===== config.mk =====
export PLATFORM = sky130hd
export DESIGN_NAME = sram_block_mentor
export DESIGN_NICKNAME = d
export VERILOG_FILES = /design/src/rtl/sram_block_mentor_pkg.sv /design/src/rtl/sram_block_mentor.sv
export SDC_FILE = /design/constraint.sdc
export NUM_CORES = 1
export LEC_CHECK = 0
export ABC_CLOCK_PERIOD_IN_PS = 6100
export CAP_MARGIN = 15
export CORE_AREA = 2 2 90 92
export DETAILED_ROUTE_END_ITERATION = 6
export DIE_AREA = 0 0 92 94
export GPL_ROUTABILITY_DRIVEN = 0
export MAX_ROUTING_LAYER = met4
export PLACE_DENSITY = 0.76
export SYNTH_ARGS = -nofsm -noshare
export SYNTH_HDL_FRONTEND = slang
export SYNTH_SLANG_ARGS = --single-unit

===== constraint.sdc =====
create_clock -name CLK_I -period 6.1 [get_ports CLK_I]
set_clock_uncertainty 0.15 [all_clocks]
set_input_delay 0.61 -clock CLK_I [delete_from_list [all_inputs] [get_ports CLK_I]]
set_output_delay 0.61 -clock CLK_I [all_outputs]
set_load 0.02 [all_outputs]

===== src/rtl/sram_block_mentor_pkg.sv =====
// Shared definitions for the sram_1Mx8 Wishbone block mentor.
// Holds the cycle-tag encodings driven on TGC_O, the FSM state type, and a helper that maps the
// transfer direction onto its cycle tag.
package sram_block_mentor_pkg;

  // Cycle tags presented on TGC_O. The read tag is all-zero so an idle or reset bus has WE_O and
  // TGC_O agreeing.
  localparam logic [1:0] SrCycSrd  = 2'b00;
  localparam logic [1:0] SrCycSwrt = 2'b10;

  typedef enum logic [2:0] {
    StIdle,
    StFetch,
    StStrobe,
    StGap,
    StFinish
  } state_e;

  function automatic logic [1:0] cyc_tag(input logic we);
    return we ? SrCycSwrt : SrCycSrd;
  endfunction

endpackage


===== src/rtl/sram_block_mentor.sv =====
// Wishbone mentor for sram_1Mx8: turns one request (start address, byte count, direction) into a
// block transfer of single-byte beats inside one CYC_O assertion.
// Ports:
//   CLK_I, RST_I                  clock, asynchronous active-high reset
//   i_req/i_we/i_addr/i_len       request, sampled only when idle
//   o_busy/o_done/o_error         transfer status; o_error qualifies the o_done pulse
//   i_wdata/i_wvalid/o_wready     write-byte source handshake
//   o_rdata/o_rvalid              read-byte sink, no backpressure
//   CYC_O..TGD_O, DAT_I..RTY_I    Wishbone mentor interface to sram_1Mx8
module sram_block_mentor
  import sram_block_mentor_pkg::*;
#(
  parameter int unsigned ADDR_WIDTH = 20,
  parameter int unsigned DATA_WIDTH = 8,
  parameter int unsigned LEN_WIDTH  = 8,
  parameter int unsigned CTAG_WIDTH = 2,
  parameter int unsigned ATAG_WIDTH = 2,
  parameter int unsigned DTAG_WIDTH = 2,
  parameter int unsigned MAX_RETRY  = 3,
  parameter int unsigned TIMEOUT    = 15
) (
  input  logic                  CLK_I,
  input  logic                  RST_I,
  input  logic                  i_req,
  input  logic                  i_we,
  input  logic [ADDR_WIDTH-1:0] i_addr,
  input  logic [LEN_WIDTH-1:0]  i_len,
  output logic                  o_busy,
  output logic                  o_done,
  output logic                  o_error,
  input  logic [DATA_WIDTH-1:0] i_wdata,
  input  logic                  i_wvalid,
  output logic                  o_wready,
  output logic [DATA_WIDTH-1:0] o_rdata,
  output logic                  o_rvalid,
  output logic                  CYC_O,
  output logic                  STB_O,
  output logic                  WE_O,
  output logic                  LOCK_O,
  output logic                  SEL_O,
  output logic [ADDR_WIDTH-1:0] ADR_O,
  output logic [DATA_WIDTH-1:0] DAT_O,
  output logic [CTAG_WIDTH-1:0] TGC_O,
  output logic [ATAG_WIDTH-1:0] TGA_O,
  output logic [DTAG_WIDTH-1:0] TGD_O,
  input  logic [DATA_WIDTH-1:0] DAT_I,
  input  logic                  ACK_I,
  input  logic                  ERR_I,
  input  logic                  RTY_I
);

  localparam int unsigned RetryW = $clog2(MAX_RETRY + 2);
  localparam int unsigned WdogW  = $clog2(TIMEOUT + 1);
  localparam logic [RetryW-1:0] RetryMax = RetryW'(MAX_RETRY);
  localparam logic [WdogW-1:0]  WdogMax  = WdogW'(TIMEOUT - 1);

  state_e                state_q;
  logic [ADDR_WIDTH-1:0] addr_q;
  logic [LEN_WIDTH-1:0]  rem_q;
  logic                  we_q;
  logic                  cyc_q;
  logic                  stb_q;
  logic                  busy_q;
  logic                  done_q;
  logic                  error_q;
  logic                  rvalid_q;
  logic                  reissue_q;
  logic [DATA_WIDTH-1:0] wdat_q;
  logic [DATA_WIDTH-1:0] rdata_q;
  logic [RetryW-1:0]     retry_q;
  logic [WdogW-1:0]      wdog_q;

  logic strobe_abort;
  logic gap_done;

  // Abort conditions seen while strobing. ERR_I wins over everything; ACK_I wins over RTY_I.
  always_comb begin
    strobe_abort = 1'b0;
    if (state_q == StStrobe) begin
      if (ERR_I) begin
        strobe_abort = 1'b1;
      end else if (!ACK_I && RTY_I) begin
        // This RTY_I would push the per-beat count past MAX_RETRY.
        strobe_abort = (retry_q == RetryMax);
      end else if (!ACK_I) begin
        strobe_abort = (wdog_q == WdogMax);
      end
    end
  end

  assign gap_done = (state_q == StGap) && (rem_q == '0);

  always_ff @(posedge CLK_I or posedge RST_I) begin
    if (RST_I) begin
      state_q   <= StIdle;
      addr_q    <= '0;
      rem_q     <= '0;
      we_q      <= 1'b0;
      cyc_q     <= 1'b0;
      stb_q     <= 1'b0;
      busy_q    <= 1'b0;
      done_q    <= 1'b0;
      error_q   <= 1'b0;
      rvalid_q  <= 1'b0;
      reissue_q <= 1'b0;
      wdat_q    <= '0;
      rdata_q   <= '0;
      retry_q   <= '0;
      wdog_q    <= '0;
    end else begin
      done_q   <= 1'b0;
      error_q  <= 1'b0;
      rvalid_q <= 1'b0;
      if (strobe_abort || gap_done) begin
        state_q <= StFinish;
        cyc_q   <= 1'b0;
        stb_q   <= 1'b0;
        we_q    <= 1'b0;
        busy_q  <= 1'b0;
        done_q  <= 1'b1;
        error_q <= strobe_abort;
      end else begin
        unique case (state_q)
          StIdle: begin
            if (i_req) begin
              if (i_len == '0) begin
                // Empty request: report an error without touching the bus.
                done_q  <= 1'b1;
                error_q <= 1'b1;
              end else begin
                addr_q    <= i_addr;
                rem_q     <= i_len;
                we_q      <= i_we;
                busy_q    <= 1'b1;
                cyc_q     <= 1'b1;
                retry_q   <= '0;
                wdog_q    <= '0;
                reissue_q <= 1'b0;
                if (i_we) begin
                  state_q <= StFetch;
                end else begin
                  stb_q   <= 1'b1;
                  state_q <= StStrobe;
                end
              end
            end
          end
          StFetch: begin
            if (i_wvalid) begin
              wdat_q  <= i_wdata;
              stb_q   <= 1'b1;
              wdog_q  <= '0;
              state_q <= StStrobe;
            end
          end
          StStrobe: begin
            if (ACK_I) begin
              stb_q <= 1'b0;
              if (!we_q) begin
                rdata_q  <= DAT_I;
                rvalid_q <= 1'b1;
              end
              rem_q     <= rem_q - LEN_WIDTH'(1);
              addr_q    <= addr_q + ADDR_WIDTH'(1);
              retry_q   <= '0;
              reissue_q <= 1'b0;
              state_q   <= StGap;
            end else if (RTY_I) begin
              // Same beat goes out again after the gap; write data is kept.
              stb_q     <= 1'b0;
              retry_q   <= retry_q + RetryW'(1);
              reissue_q <= 1'b1;
              state_q   <= StGap;
            end else begin
              wdog_q <= wdog_q + WdogW'(1);
            end
          end
          StGap: begin
            if (we_q && !reissue_q) begin
              state_q <= StFetch;
            end else begin
              stb_q   <= 1'b1;
              wdog_q  <= '0;
              state_q <= StStrobe;
            end
          end
          StFinish: begin
            state_q <= StIdle;
          end
          default: begin
            state_q <= StIdle;
          end
        endcase
      end
    end
  end

  assign o_busy   = busy_q;
  assign o_done   = done_q;
  assign o_error  = error_q;
  assign o_wready = (state_q == StFetch) && i_wvalid;
  assign o_rdata  = rdata_q;
  assign o_rvalid = rvalid_q;

  assign CYC_O  = cyc_q;
  assign STB_O  = stb_q;
  assign WE_O   = we_q;
  assign LOCK_O = 1'b0;
  assign SEL_O  = 1'b1;
  assign ADR_O  = addr_q;
  assign DAT_O  = wdat_q;
  assign TGC_O  = CTAG_WIDTH'(cyc_tag(we_q));
  assign TGA_O  = '0;
  assign TGD_O  = '0;

endmodule


* After elaboration in Yosys (flattened, before gate mapping) *
Index checks and enable logic that the tools add are counted.

operators by class
  muxes and demuxes = 65
  bitwise gates (word level) = 2
  reductions and logical operators = 23
  $add $sub $neg = 4
  equality and inequality tests = 20

operators by type and width
  operator                 count
  $mux W20                 3
  $pmux W20 S2             1
  $mux W1                  33
  $mux W3                  10
  $mux W4                  6
  $mux W8                  3
  $add A20 B1 Y20 const B  1
  $ne A3 B3 Y1 const B     6
  $logic_not A8 Y1         2
  $ne A2 B2 Y1 const B     8
  $pmux W4 S4              1
  $pmux W8 S2              1
  $pmux W3 S4              1
  $reduce_and A5 Y1        2
  $eq A3 B2 Y1 const B     3
  $reduce_and A4 Y1        2
  $reduce_and A8 Y1        1
  $sub A8 B1 Y8 const B    1
  $reduce_and A7 Y1        1
  $mux W2                  3
  $pmux W3 S2              1
  $reduce_and A3 Y1        2
  $reduce_bool A2 Y1       3
  $reduce_bool A5 Y1       1
  13 further kinds         18

storage, ports and cells
  bits of input ports = 52
  bits in registers = 61
  output and inout bits = 52
  word-level logic and storage cells = 128

* Logic depth before layout (Yosys ltp) *
Gate-level depths: netlist of the first run.

  word-level depth = 8
  depth in mapped cells = 9
  depth with buffers taken out = 8

* Least setup slack after synthesis of the first run *
No wires, ideal clock.

  path kind = reg2reg
  from = register retry_q[0]
  to = register rdata_q[0] (netlist: o_rdata[0])
  setup slack = 3.818 ns
  data required time = 5.825 ns
  path buffers = 1
  clock period less this slack = 2.282 ns
  arrival = 2.007 ns
  stages on the path, launching flop included = 10
  setup time = 0.125 ns
  cell sequence = dfrtp_1 ha_1 ha_1 a21oi_1 a221o_1 and2_4 clkinv_4 nor3b_1 buf_6 mux2_4

between the ends
  word-level cells in the longest chain between the ends = 7

ends and longest elaborated chain
  what                         RTL line                  RTL
  start: declaration           sram_block_mentor.sv:70   logic [RetryW-1:0] retry_q;
  start signal: assignment     sram_block_mentor.sv:171  retry_q <= retry_q + RetryW'(1);
  $eq A3 B2 Y1                 sram_block_mentor.sv:84   strobe_abort = (retry_q == RetryMax);
  $mux W1                      sram_block_mentor.sv:82   end else if (!ACK_I && RTY_I) begin
  $mux W1                      sram_block_mentor.sv:80   if (ERR_I) begin
  $mux W1                      sram_block_mentor.sv:79   if (state_q == StStrobe) begin
  $logic_or A1 B1 Y1           sram_block_mentor.sv:114  if (strobe_abort || gap_done) begin
  $not A1 Y1 (no line)         -
  $reduce_and A4 Y1 (no line)  -
  end signal: assignment       sram_block_mentor.sv:107  rdata_q <= '0;
  end signal: assignment       sram_block_mentor.sv:160  rdata_q <= DAT_I;
  end: declaration             sram_block_mentor.sv:69   logic [DATA_WIDTH-1:0] rdata_q;

Every way passes these cells.
A chain may end at the register's enable or synchronous reset.

* Worst setup path after layout of the first run *
  from = input i_wvalid
  to = output o_wready

between the ends
  word-level cells in the longest chain between the ends = 1

ends and longest elaborated chain
  what                 RTL line                  RTL
  start: declaration   sram_block_mentor.sv:32   input logic i_wvalid,
  $logic_and A1 B1 Y1  sram_block_mentor.sv:201  assign o_wready = (state_q == StFetch) && i_wvalid;
  end: declaration     sram_block_mentor.sv:33   output logic o_wready,

Every way passes these cells.

==> results of run 1 <==
[worst max-delay path by stage]
stage | startpoint | endpoint | slack, ps
final | i_wvalid | o_wready | 2600
after global routing | i_wvalid | o_wready | 2420
after CTS | i_wvalid | o_wready | 2590
after detailed placement | i_wvalid | o_wready | 2590
after global placement | i_wvalid | o_wready | 2630
after floorplan | retry_q[0]$_DFFE_PP0P_ | o_rdata[0]$_DFFE_PP0P_ | 3820
[critical path: stages]
cell	delay, ps
clkdlybuf4s50_1	500
nor4bb_2	860
clkdlybuf4s50_1	780
[cells in the mapped netlist (3+ instances only)]
library cell	count
dfrtp_1	61
mux2i_1	3
nor3b_1	4
or3_1	3
o22ai_1	7
nand4_1	3
o31ai_1	3
clkbuf_1	10
nand3b_1	3
nor4_1	6
o211ai_1	3
nand3_1	10
and3_1	3
mux2_2	9
a2bb2oi_1	5
nor3_1	9
buf_2	4
mux2_4	8
a22o_1	4
buf_4	10
nand2_1	25
and2_1	3
nor2_1	26
a21oi_1	35
ha_1	7
inv_1	16
o21ai_0	31
a22oi_1	3
a21o_1	3
[state kept, by name (all words and copies together) (netlist names)]
name / cells
o_rvalid: 1
o_error: 1
o_busy: 1
o_rdata: 8
o_done: 1
DAT_O: 8
reissue_q: 1
state_q: 3
retry_q: 3
wdog_q: 4
ADR_O: 20
WE_O: 1
rem_q: 8
STB_O: 1
[final cells by class]
| type | instances | area [um2] |
|---|---|---|
| flip-flops and latches | 61 | 1526 |
| multi-input cells | 254 | 1644 |
| fillers | 676 | 3072 |
| clock buffers | 12 | 155.1 |
| repair buffers | 100 | 991.0 |
| well taps | 102 | 127.6 |
| inverters | 17 | 68.82 |
| clock inverters | 4 | 22.52 |
[metal layers]
metal  routed length (um)  vias up  GRT usage [%]
li1                     -     1457              -
met1                 3893     1497          26.64
met2                 4241       71          33.15
met3                  283       14          3.050
met4                  160        0          8.955
met5                    0        -              -
[through the flow]
stage | worst slack [ps] | util (%) | power, mW | hold WS [ps] | cells
2_1_floorplan | 3818 | - | 1.535 | 290.5 | 358
3_3_place_gp | 2628 | 57.29 | 1.967 | 313.3 | 534
3_5_place_dp | 2591 | 57.29 | 2.002 | 316.3 | 534
4_1_cts | 2585 | 59.62 | 2.333 | 331.9 | 550
5_1_grt | 2424 | 59.62 | 2.477 | 357.6 | 550
6_report | 2596 | 59.62 | 2.325 | 330.3 | 550
[logic make-up (layout without fill, tap and decap cells)]
family | after synthesis | count (layout)
AOI/OAI and AO/OA | 112 | 112
and+or+nand+nor | 108 | 108
DFF | 61 | 61
buffers and inverters | 43 | 133
muxes | 20 | 20
adders and majority gates | 7 | 7
other | 2 | 7
[where the power goes]
| group | leakage, nW | internal [mW] | switching (mW) |
|---|---|---|---|
| sequential | 0.747 | 0.586 | 0.179 |
| clock | 0.0921 | 0.168 | 0.160 |
| combinational | 1.06 | 0.581 | 0.651 |
| total | 1.90 | 1.34 | 0.990 |
[cell usage in the layout (no fill, tap or decap), types with 4 or more instances in the layout]
cell and instances:
clkdlybuf4s50_1 96, dfrtp_1 61, a21oi_1 35, o21ai_0 31
nor2_1 26, nand2_1 25, inv_1 15, clkbuf_8 11
nand3_1 10, nor3_1 9, mux2_2 9, mux2_4 8
o22ai_1 7, ha_1 7, conb_1 7, nor4_1 6
a2bb2oi_1 5, a22o_1 4, buf_4 4
==> impl_results.md, run 1 <==
- Status: finished, final reports clean
- IO Count: 104
- Remaining Overflow, GRT: 0
- Main area contributors after synthesis: dfrtp_1, a21oi_1, o21ai_0
- CP arrival: 2740 ps
- Initial DRT Pass Iterations: 6
- Post-synthesis compound-gate area fraction: 20.83%
- Gate Count Post-Synth: 353
- Clock tree buffer depth: 2
- Setup TNS: 0 ps
- Crit Path Class: in -> out
- Peak supply drop: 214.9 uV
- Die H: 94 um
- Antenna viol nets, final: 0
- Worst flop-to-flop path startpoint: retry_q[0]$_DFFE_PP0P_
- Largest net degree at the start of global routing: 62
- Max frequency: 285.4 MHz
- Hold Path Stages: 1
- Worst-skew pair later-pin latency: 350 ps
- Hpwl dp: 6.072 mm
- Initial core utilization: 44.06%
- Core Area: 7607 um2
- WL/cell: 15.60 um
- Hold path endpoint: reissue_q$_DFFE_PP0P_
- Max_cap viols: 0
- YS warnings: 0
- H-tree level count: 3
- Area growth syn-to-layout: 35.31%
- Number of flops mapped to enable cells by yosys: 0
- CTS Hold Bufs: 0
- Simple-gate share of the synthesized area: 16.83%
- Final-report hold violation count: 0
- Nets: 502
- Row Count: 32
- Buffers on Ports: 96
- TritonCTS Buffers: 9
- Synth Area in XOR/XNOR: 0%
- Rel. slew slack: 28.82%
- Post-synthesis mux area share: 7.503%
- Largest family of logic cells by synthesized area: compound AO/OA/AOI/OAI gates
- Share of layout cells above drive strength 1: 10.27%
- Dpl cell area: 4358 um2
- Worst path required time: 5340 ps
- Post-CTS setup buffer count: 0
- Worst Path Max Fanout: 10
- Post-synthesis cell type count: 58
- Measured slew at the worst slew-check pin: 1053 ps
- Total die area: 8648 um2
- Top_reg_cell synth: dfrtp_1
- Cells on worst reg2reg path: 8
- Via/cell ratio: 5.525
- Cell area power density: 512.7 nW/um2
- Syn_area_per_cell: 9.496 um2
- Global-route wire length before repair: 13.76 mm
- DRC: 0
- Fin area: 4536 um2
- Register area share after synthesis: 45.54%
- Yosys reg bits: 61
- Flop-to-flop setup slack: 3240 ps
- Reg clk slew, reported paths: 70 ps
- Fin. max-slew vios: 0
- Final WL: 8.579 mm
- Top cell type's share of synthesized area: 45.54%
- Leak: 1.902 nW
- Starting DRT DRC Count: 132
- TritonCTS clock tree: built
- Reg2reg end: o_rdata[1]$_DFFE_PP0P_
- Vias in the first global route: 2857
- Critical Path Start Type: input pin
- Setup crit end kind: primary output
- CTS Sinks: 61
- Vias: 3039
- Resized cells post-CTS: 0
- Tmin final: 3504 ps
- Hold path start: reissue_q$_DFFE_PP0P_
- Antenna diode count: 0
- Final setup fails: 0
- Worst hold-check path type: reg -> reg
- Initial antenna violation count: 0
- Async SR Flop Fraction: 100.0%
- CTS root buf: clkbuf_8
- Post-synthesis adder-cell area fraction: 2.613%
- Cell area after synthesis: 3352 um2
- Period utilization: 57.44%
- RSZ-0062 raised after global routing: false
- GR Util All Layers: 20.77%
- Post-synth top area cell: dfrtp_1
- Die width: 92 um
No activity file was read; power rests on OpenSTA's default activity.
==> inputs of run 2 (changes only) <==
--- a/config.mk
+++ b/config.mk
@@ -5,7 +5,7 @@
 export SDC_FILE = /design/constraint.sdc
 export NUM_CORES = 1
 export LEC_CHECK = 0
-export ABC_CLOCK_PERIOD_IN_PS = 6100
+export ABC_CLOCK_PERIOD_IN_PS = 3400
 export CAP_MARGIN = 15
 export CORE_AREA = 2 2 90 92
 export DETAILED_ROUTE_END_ITERATION = 6
==> constraint.sdc (replaced) <==
create_clock -name CLK_I -period 3.4 [get_ports CLK_I]
set_clock_uncertainty 0.15 [all_clocks]
set_input_delay 0.34 -clock CLK_I [delete_from_list [all_inputs] [get_ports CLK_I]]
set_output_delay 0.34 -clock CLK_I [all_outputs]
set_load 0.02 [all_outputs]
==> run 2 against run 1 <==
  * Global-route usage grew 0.20 points
  * Non-clock buffer count grew 3
  * Critical path depth is the same
  * Register-to-register slack lost 2400 ps
  * Core utilization grew 0.58 points
  * Cell count grew 0.36%
  * Flip-flop and latch count is the same
  * Wire length grew 0.69%
  * Critical endpoint unchanged
  * Largest cell class unchanged
==> impl_results.md, run 2 (synthesis results as in run 1) <==
- Sw Pwr: 1.783 mW
- H-tree level count: 3
- Worst path max stage delay: 630 ps
- Die H: 94 um
- Status: finished, final reports clean
- Final WS setup: 755.6 ps
- TritonCTS clock tree: built
- Reg power frac: 32.3%
- Row Count: 32
- Worst hold-check path type: in -> async
- Critical Path Start Type: flip-flop
- Setup TNS: 0 ps
- Starting DRT DRC Count: 188
- Clk pwr share: 15.4%
- CTS Sinks: 61
- CTS Hold Bufs: 0
- Final-report hold violation count: 0
- Rel. slew slack: 55.96%
- Area growth syn-to-layout: 36.62%
- Final WL: 8.638 mm
- RSZ-0062 raised after global routing: false
- Reg clk slew, reported paths: 70 ps
- Vias in the first global route: 2964
- WL/cell: 15.65 um
- CP startpoint: state_q[0]$_DFFE_PP0P_
- Share of layout cells above drive strength 1: 10.89%
- GR Util All Layers: 20.97%
- Cell Int Power: 2.474 mW
- Switching Fraction: 41.89%
- Vias: 3091
- Fin. max-slew vios: 0
- Cells on worst reg2reg path: 5
- Crit Path Class: reg -> out
- Measured slew at the worst slew-check pin: 654.6 ps
- Resized cells post-CTS: 0
- Total die area: 8648 um2
- Initial antenna violation count: 0
- Initial core utilization: 44.06%
- Global-route wire length before repair: 13.92 mm
- Peak supply drop: 305.5 uV
- Buffers on Ports: 96
- Initial DRT Pass Iterations: 4
- Post-CTS setup buffer count: 0
- Clock tree buffer depth: 2
- Worst path required time: 2910 ps
- Max frequency: 378.2 MHz
- TritonCTS Buffers: 9
- Remaining Overflow, GRT: 0
- Core Area: 7607 um2
- Comb power frac: 52.3%
- Worst Path Max Fanout: 11
- Worst-path cell chain: nor4bb_2 > buf_4 > clkdlybuf4s50_1
- Via/cell ratio: 5.600
- Antenna diode count: 0
- Final setup fails: 0
- Setup slack after placement: 626.7 ps
- Worst flop-to-flop path startpoint: state_q[2]$_DFFE_PP0P_
- Die width: 92 um
- Worst setup path endpoint: o_wready
- Nets: 505
- Cell area power density: 929.5 nW/um2
- Max_cap viols: 0
- IO Count: 104
- DRC: 0
- Tmin final: 2644 ps
- Antenna viol nets, final: 0
- Largest net degree at the start of global routing: 53
- Number of flip-flops in the largest register: 20
- Setup crit end kind: primary output
- CP arrival: 2150 ps
- Commonest cells after routing, fill and taps aside: clkdlybuf4s50_1, dfrtp_1, a21oi_1
- Leak: 1.926 nW
- Slowest CP cell: clkdlybuf4s50_1
- Hpwl dp: 6.224 mm
- Reg2reg end: ADR_O[9]$_DFFE_PP0P_
- Worst-skew pair later-pin latency: 340 ps
- CTS root buf: clkbuf_8
- Commonest non-fill, non-tap cell in the layout: clkdlybuf4s50_1
- Period utilization: 77.78%
- Flop-to-flop setup slack: 870 ps
==> run 2: metrics by stage <==
step | cell area, um2 | total power, mW | hold WS [ps] | util, % | cells
after floorplan | 3371 | 2.753 | 290.5 | - | 358
after global placement | 4380 | 3.539 | 315.5 | 57.58 | 537
after detailed placement | 4380 | 3.609 | 313.5 | 57.58 | 537
after CTS | 4579 | 4.272 | 39.68 | 60.20 | 552
after global routing | 4579 | 4.546 | 48.24 | 60.20 | 552
final | 4579 | 4.257 | 35.40 | 60.20 | 552
==> run 2: power groups by stage <==
| stage | Combinational (mW) | Clock (mW) | Sequential (mW) |
|---|---|---|---|
| 6_report | 2.23 | 0.655 | 1.38 |
| 5_1_grt | 2.43 | 0.695 | 1.42 |
| 4_1_cts | 2.24 | 0.660 | 1.37 |
| 3_5_place_dp | 2.23 | 0 | 1.38 |
| 3_3_place_gp | 2.17 | 0 | 1.36 |
| 2_1_floorplan | 1.17 | 0 | 1.59 |
==> run 2: how the worst min path moves through the flow <==
stage	startpoint	endpoint	slack (ps)	depth (start not counted)
final	RST_I	o_rdata[0]$_DFFE_PP0P_	40	2
after detailed placement	reissue_q$_DFFE_PP0P_	reissue_q$_DFFE_PP0P_	310	1
after global placement	reissue_q$_DFFE_PP0P_	reissue_q$_DFFE_PP0P_	320	1
after global routing	RST_I	o_rdata[0]$_DFFE_PP0P_	50	2
after floorplan	reissue_q$_DFFE_PP0P_	reissue_q$_DFFE_PP0P_	290	1
after CTS	RST_I	o_rdata[2]$_DFFE_PP0P_	40	2
==> run 2: metal layers <==
layer / global-route usage [%] / routed length (um)
met1: 26.65 / 3712
met2: 33.09 / 4365
met3: 3.692 / 406
met4: 9.453 / 153
met5: - / 0
==> run 2: layout make-up <==
type / instances / area, um2
tap: 102 / 127.6
clock buffer: 11 / 151.4
multi-input combinational: 254 / 1644
timing repair buffer: 103 / 1013
sequential: 61 / 1526
fill: 655 / 3028
clock inverter: 4 / 47.55
inverter: 17 / 68.82
==> run 2: worst max-delay path, delay by kind of cell, from the launching register on <==
kind	cells	cell delay [ps]
buffers and inverters	2	870
DFF	1	530
and+or+nand+nor	1	420
==> inputs of run 3 (changes only) <==
--- a/config.mk
+++ b/config.mk
@@ -5,7 +5,7 @@
 export SDC_FILE = /design/constraint.sdc
 export NUM_CORES = 1
 export LEC_CHECK = 0
-export ABC_CLOCK_PERIOD_IN_PS = 3400
+export ABC_CLOCK_PERIOD_IN_PS = 2700
 export CAP_MARGIN = 15
 export CORE_AREA = 2 2 90 92
 export DETAILED_ROUTE_END_ITERATION = 6
==> constraint.sdc (replaced) <==
create_clock -name CLK_I -period 2.7 [get_ports CLK_I]
set_clock_uncertainty 0.15 [all_clocks]
set_input_delay 0.27 -clock CLK_I [delete_from_list [all_inputs] [get_ports CLK_I]]
set_output_delay 0.27 -clock CLK_I [all_outputs]
set_load 0.02 [all_outputs]
==> run 3 against run 2 <==
  * Wire length up 1.4%
  * Largest power group unchanged
  * Non-clock buffer count grew 11
  * Via count shrank 1.1%
  * Clock-buffer cell count grew 1
  * Core utilization rose by 2.0 points
  * Hold slack better by 31 ps
  * Power increased by 32%
  * First-iteration DRC count increased by 3.2%
==> impl_results.md, run 3 (synthesis results as in run 1) <==
- Status: finished, final reports clean
- CP arrival: 2070 ps
- Post-CTS setup buffer count: 0
- Remaining Overflow, GRT: 0
- Worst-skew pair later-pin latency: 350 ps
- Global-route wire length before repair: 14.01 mm
- Initial core utilization: 44.06%
- Setup TNS: 0 ps
- Largest net degree at the start of global routing: 53
- Setup crit end kind: primary output
- Leak: 2.010 nW
- Die width: 92 um
- IO Count: 104
- Final setup fails: 0
- Vias in the first global route: 2905
- Worst path max stage delay: 690 ps
- Worst path required time: 2280 ps
- Hpwl dp: 6.237 mm
- Commonest non-fill, non-tap cell in the layout: clkdlybuf4s50_1
- CTS Sinks: 61
- Total die area: 8648 um2
- Share of layout cells above drive strength 1: 12.77%
- Number of flip-flops in the largest register: 20
- Final-report hold violation count: 0
- Peak supply drop: 481.7 uV
- Initial antenna violation count: 0
- Critical Path Start Type: flip-flop
- GR Util All Layers: 21.06%
- Die H: 94 um
- DRC: 0
- Antenna diode count: 0
- WP buf/inv: 2
- Initial DRT Pass Iterations: 5
- Period utilization: 92.23%
- Area growth syn-to-layout: 41.25%
- Slowest CP cell: clkdlybuf4s50_1
- Fillers: 631
- Antenna viol nets, final: 0
- Flop-to-flop setup slack: 250 ps
- H-tree level count: 3
- Buffers on Ports: 96
- Worst hold-check path type: in -> async
- Reg clk slew, reported paths: 80 ps
- Max_cap viols: 0
- Max frequency: 401.6 MHz
- WL/cell: 15.53 um
- Vias: 3056
- Clock tree buffer depth: 2
- Delay-heaviest family, CP: buffers and inverters
- Via/cell ratio: 5.418
- Commonest cells after routing, fill and taps aside: clkdlybuf4s50_1, dfrtp_1, a21oi_1
- Layout Utilization: 62.24%
- Worst-path cell chain: buf_4 > nor4bb_2 > clkdlybuf4s50_1
- Cell area power density: 1189 nW/um2
- Fin. max-slew vios: 0
- Nets: 516
- TritonCTS clock tree: built
- Starting DRT DRC Count: 194
- Rel. slew slack: 58.91%
- Multi-input logic area: 1650 um2
- TritonCTS Buffers: 9
- CTS root buf: clkbuf_8
- Measured slew at the worst slew-check pin: 615.6 ps
- Core Area: 7607 um2
- RSZ-0062 raised after global routing: false
- Reg area: 1526 um2
- Crit Path Class: reg -> out
- Tmin final: 2490 ps
- Row Count: 32
- Worst Path Max Fanout: 6
- Final WL: 8.757 mm
## run 3: where the power goes
part	switching, mW	internal [mW]	leakage (nW)	total [mW]
clock network	0.367	0.638	0.121	1.00
logic	1.52	1.39	1.14	2.91
registers	0.391	1.32	0.747	1.72
## run 3: cell type report
class / count / share of cell area, %
multi-input cells: 254 / 34.86
flip-flops and latches: 61 / 32.24
repair buffers: 114 / 23.68
clock buffers: 12 / 3.066
well taps: 102 / 2.696
clock inverters: 4 / 2.008
inverters: 17 / 1.453
## run 3: path summary, 6_finish.rpt
path	cells after the start	endpoint	from
worst max-delay path	3	o_wready	state_q[0]$_DFFE_PP0P_
worst min-delay path	2	ADR_O[17]$_DFFE_PP0P_	RST_I
worst max register to register	8	o_rdata[4]$_DFFE_PP0P_	retry_q[0]$_DFFE_PP0P_
worst min register to register	1	retry_q[1]$_DFFE_PP0P_	retry_q[1]$_DFFE_PP0P_
max in group asynchronous	3	ADR_O[2]$_DFFE_PP0P_	RST_I
min in group CLK_I	3	ADR_O[0]$_DFFE_PP0P_	i_addr[0]
## run 3: metrics by stage
| step | power (mW) | setup WS, ps | instances | hold slack (ps) | cell area [um2] |
|---|---|---|---|---|---|
| after floorplan | 3.467 | 418.2 | 358 | 268.0 | 3371 |
| after global placement | 4.528 | 73.10 | 548 | 324.8 | 4488 |
| after CTS | 5.639 | 22.60 | 564 | 77.90 | 4728 |
| after detailed placement | 4.611 | 3.865 | 548 | 326.1 | 4488 |
| final | 5.630 | 209.9 | 564 | 66.49 | 4735 |
| after global routing | 5.993 | 101.2 | 564 | 102.8 | 4735 |
## run 3: routing by layer
| metal | part of all wire (%) | vias up | wire length, um | global-route usage (%) |
|---|---|---|---|---|
| met2 | 49 | 104 | 4313 | 31.92 |
| met5 | 0 | - | 0 | - |
| met4 | 2.1 | 0 | 182 | 10.07 |
| met1 | 43 | 1456 | 3789 | 27.78 |
| li1 | - | 1481 | - | - |
| met3 | 5.4 | 15 | 471 | 3.451 |
## run 3: worst reg2reg max path, stage by stage, from the launching register on
cell      delay (ps)
dfrtp_1          390
ha_1             200
ha_1             170
a21oi_1          120
a221o_1          190
and2_4           170
clkinv_4          50
nor3b_4          520
mux2_4           360
## run 3: what timing repair did
action,4_1_cts,5_1_grt
hold buffers,0,0
setup endpoints to repair,0,8
resized for setup,0,1
==> patch 1, RTL diff (config.mk and constraints of run 1) <==
Put one more register stage on the output `o_error`, with the module's reset. The value now appears one clock later. The other outputs are not delayed to match.
--- a/src/rtl/sram_block_mentor.sv
+++ b/src/rtl/sram_block_mentor.sv
@@ -197,7 +197,13 @@
 
   assign o_busy   = busy_q;
   assign o_done   = done_q;
-  assign o_error  = error_q;
+  always_ff @(posedge CLK_I or posedge RST_I) begin
+    if (RST_I) begin
+      o_error <= '0;
+    end else begin
+      o_error <= error_q;
+    end
+  end
   assign o_wready = (state_q == StFetch) && i_wvalid;
   assign o_rdata  = rdata_q;
   assign o_rvalid = rvalid_q;
Formal check against the unedited RTL: not equivalent (Yosys sat finds a counterexample within 4 cycles, from zero or initial values and one cycle with RST_I high).
==> patch 1 against run 1 <==
  * Wire length down 1.8%
  * Synthesized area increased by 3.1%
  * Cell area increased by 1.7%
  * Sequential cell count increased by 1
  * Maximum frequency rose by 14%
  * Setup slack gained 420 ps
  * Power grew 1.1%
  * Clock power increased by 7.0%
  * Critical endpoint is now rem_q[7]
  * Largest cell class unchanged
  * Largest power group unchanged
  * Highest routed layer unchanged
==> patch 1: results <==
[final_layout]
fin_cells = 556
clockNetworkAreaShare_pct = 4.07
nFillCells = 674
final_nets = 509
utilization_pct = 60.6
nMultiInputCombCells = 266
bufAreaShareNonClock_pct = 21.5
layout-drive-gt1-share_pct = 10.6

[run_status]
status = complete, no violations

[grt]
grt_pass1_vias = 3092
met2_usage_pct = 33.5
grt_max_degree = 63
grt_usage_pct = 20.8
grt_use_met3_pct = 3.45
grt_pass1_wl_mm = 14.2

[placement]
dp_hpwl_mm = 5.84
pre_cts_ws_ps = 2700
place_area_um2 = 4420
dp.cells = 541

[routing]
drt-pass1-iter-count = 4
drt_iter0_drc = 164
met2_length_mm = 4.07
wl_met3_um = 437
via_per_inst = 5.56
wirelength_mm = 8.42

[worst_hold_path]
whs_path_depth = 0
hp-start = error_q
min_to = o_error

[setup_path]
crit_path_start = i_len[1]
cp_slowest_stage_delay_ps = 820
crit_path_top_delay_cell = o211ai_4
crit_family = compound AO/OA/AOI/OAI gates
worstReg2RegStart = state_q[1]
r2r-end = ADR_O[3]
reg2regPathDepth = 5
crit_arrival_ps = 3170

[sta]
fin_crit_ps = 3080
tightest_slew_ps = 988

[yosys]
yosysUniqueCellTypes = 57
synthAdderAreaFrac_pct = 2.53
ys_top_cells_by_area = dfrtp_1 45%, mux2_2 6.5%, o21ai_0 4.9%

[power]
peakVddDrop_v = 0.000270

[clocking]
clock_sinks = 62
## patch 1: cell types whose count changed in the layout (fill, tap and decap cells not counted), sizes merged, moves of 5 or more
cell and change:
nand2 -5, a21oi -14, nor2 +9, inv -5, o21ai +9, nand3 +6
a31oi +6, o22ai -5
## patch 1: worst max-delay path by stage
stage	to	cells past startpoint
6_report	rem_q[7]	6
5_1_grt	rem_q[7]	6
4_1_cts	rem_q[7]	6
3_5_place_dp	ADR_O[0]	6
3_3_place_gp	ADR_O[0]	6
2_1_floorplan	rem_q[0]	6
## patch 1: cell families (layout without fill, tap and decap cells)
logic type      count (synthesis)  after routing
simple gates                  123            123
mux                            23             23
other cells                     2              7
flops                          62             62
compound gates                106            106
buf+inv                        41            126
fa+ha+maj                       7              7
## patch 1: where the power goes
part	internal, W	total [W]	switching, W
sequential	0.000596	0.000782	0.000186
clock	0.000185	0.000351	0.000166
combinational	0.000573	0.00122	0.000644
total	0.00135	0.00235	0.000996
==> patch 2, RTL diff (settings of run 1) <==
Without the edit above. Change the parameter `CTAG_WIDTH` from 2 to 4.
--- a/src/rtl/sram_block_mentor.sv
+++ b/src/rtl/sram_block_mentor.sv
@@ -13,7 +13,7 @@
   parameter int unsigned ADDR_WIDTH = 20,
   parameter int unsigned DATA_WIDTH = 8,
   parameter int unsigned LEN_WIDTH  = 8,
-  parameter int unsigned CTAG_WIDTH = 2,
+  parameter int unsigned CTAG_WIDTH = 4,
   parameter int unsigned ATAG_WIDTH = 2,
   parameter int unsigned DTAG_WIDTH = 2,
   parameter int unsigned MAX_RETRY  = 3,
Ports: changed (resized TGC_O); port bits go from 104 to 106. No check against the original RTL was run, so the function may have changed too.
==> patch 2 against run 1 <==
  * Setup slack better by 550 ps
  * Sequential cell count unchanged
  * Maximum frequency up 19%
  * Synthesized area up 0.45%
  * Wire length down 0.77%
  * Largest power group unchanged
  * Sequential power down 0.5%
  * Power up 3.3%
  * Cell area up 1.4%
==> patch 2: results <==
[yosys]
ys_top_cells_by_area = dfrtp_1 45%, a21oi_1 5.2%, o21ai_0 4.6%
synth-main-ff-cell = dfrtp_1
ys_seq_area_share_pct = 45.3
synthCells = 355

[final_layout]
fin_cells = 553
nFillCells = 641
layout-drive-gt1-share_pct = 10.4
final_nets = 505

[setup_path]
crit_arrival_ps = 2190
r2r-end = o_rdata[0]
crit_path_end = o_wready

[placement]
pre_cts_ws_ps = 2900
dp.cells = 537
place_area_um2 = 4370

[clocking]
clock_latency_ps = 340

[sta]
tightest_slew_ps = 872

[power]
peakVddDrop_v = 0.000208
static-leakage-power_nw = 1.94

[run_status]
status = complete, no violations

[routing]
via_per_inst = 5.48
drt-pass1-iter-count = 5
wirelength_mm = 8.51
drt_iter0_drc = 252

[worst_hold_path]
min_path_type = register to register
hp-start = retry_q[2]

[grt]
grt_pass1_vias = 2832
grt_pass1_wl_mm = 13.6
grt_usage_pct = 20.4
[patch 2: cell types whose count changed after synthesis]
| cell | run 1 | this run |
|---|---|---|
| buf_4 | 10 | 12 |
[patch 2: worst max-delay path, cell delays in order]
cell and delay [ps]:
clkdlybuf4s50_1 500, nor4bb_2 220, buf_4 230, clkdlybuf4s50_1 620
[patch 2: how the worst min path moves through the flow]
stage	end	slack, ps	cells after the start
2_1_floorplan	reissue_q	290	1
3_3_place_gp	reissue_q	330	1
3_5_place_dp	retry_q[2]	340	1
4_1_cts	reissue_q	350	1
5_1_grt	reissue_q	370	1
6_report	retry_q[2]	350	1
[patch 2: kinds of logic (layout without fill, tap and decap cells)]
group | after synthesis | after routing | share of synthesized area [%]
AOI/OAI and AO/OA | 112 | 112 | 20.7
muxes | 20 | 20 | 7.47
other | 2 | 9 | 0.223
and+or+nand+nor | 108 | 108 | 16.8
adders and majority gates | 7 | 7 | 2.60
buffers and inverters | 45 | 134 | 6.88
DFF | 61 | 61 | 45.3
[patch 2: layer usage]
| layer | global-route usage (%) | part of all wire [%] | vias to the layer above |
|---|---|---|---|
| li1 | - | - | 1461 |
| met1 | 26.4 | 44 | 1477 |
| met2 | 33.1 | 51 | 82 |
| met3 | 4.09 | 4.5 | 8 |
| met4 | 5.60 | 1.0 | 0 |
| met5 | - | 0 | - |
[patch 2: through the flow]
step / total power [W] / utilization [%]
final: 0.00240 / 60.4
after global routing: 0.00257 / 60.4
after CTS: 0.00242 / 60.4
after detailed placement: 0.00200 / 57.5
after global placement: 0.00197 / 57.5
after floorplan: 0.00154 / -
[patch 2: final cells by class]
type | instances | area [um^2] | area share, %
Multi-Input combinational cell | 256 | 1650 | 35.9
Clock buffer | 12 | 155 | 3.37
Tap cell | 102 | 128 | 2.78
Inverter | 17 | 68.8 | 1.50
Timing Repair Buffer | 101 | 998 | 21.7
Sequential cell | 61 | 1530 | 33.2
Clock inverter | 4 | 70.1 | 1.52
[patch 2: power groups by stage]
stage | sequential (W) | clock, W | combinational (W)
2_1_floorplan | 0.000885 | 0 | 0.000652
3_3_place_gp | 0.000760 | 0 | 0.00121
3_5_place_dp | 0.000766 | 0 | 0.00124
4_1_cts | 0.000760 | 0.000415 | 0.00124
5_1_grt | 0.000790 | 0.000439 | 0.00134
6_report | 0.000761 | 0.000409 | 0.00123
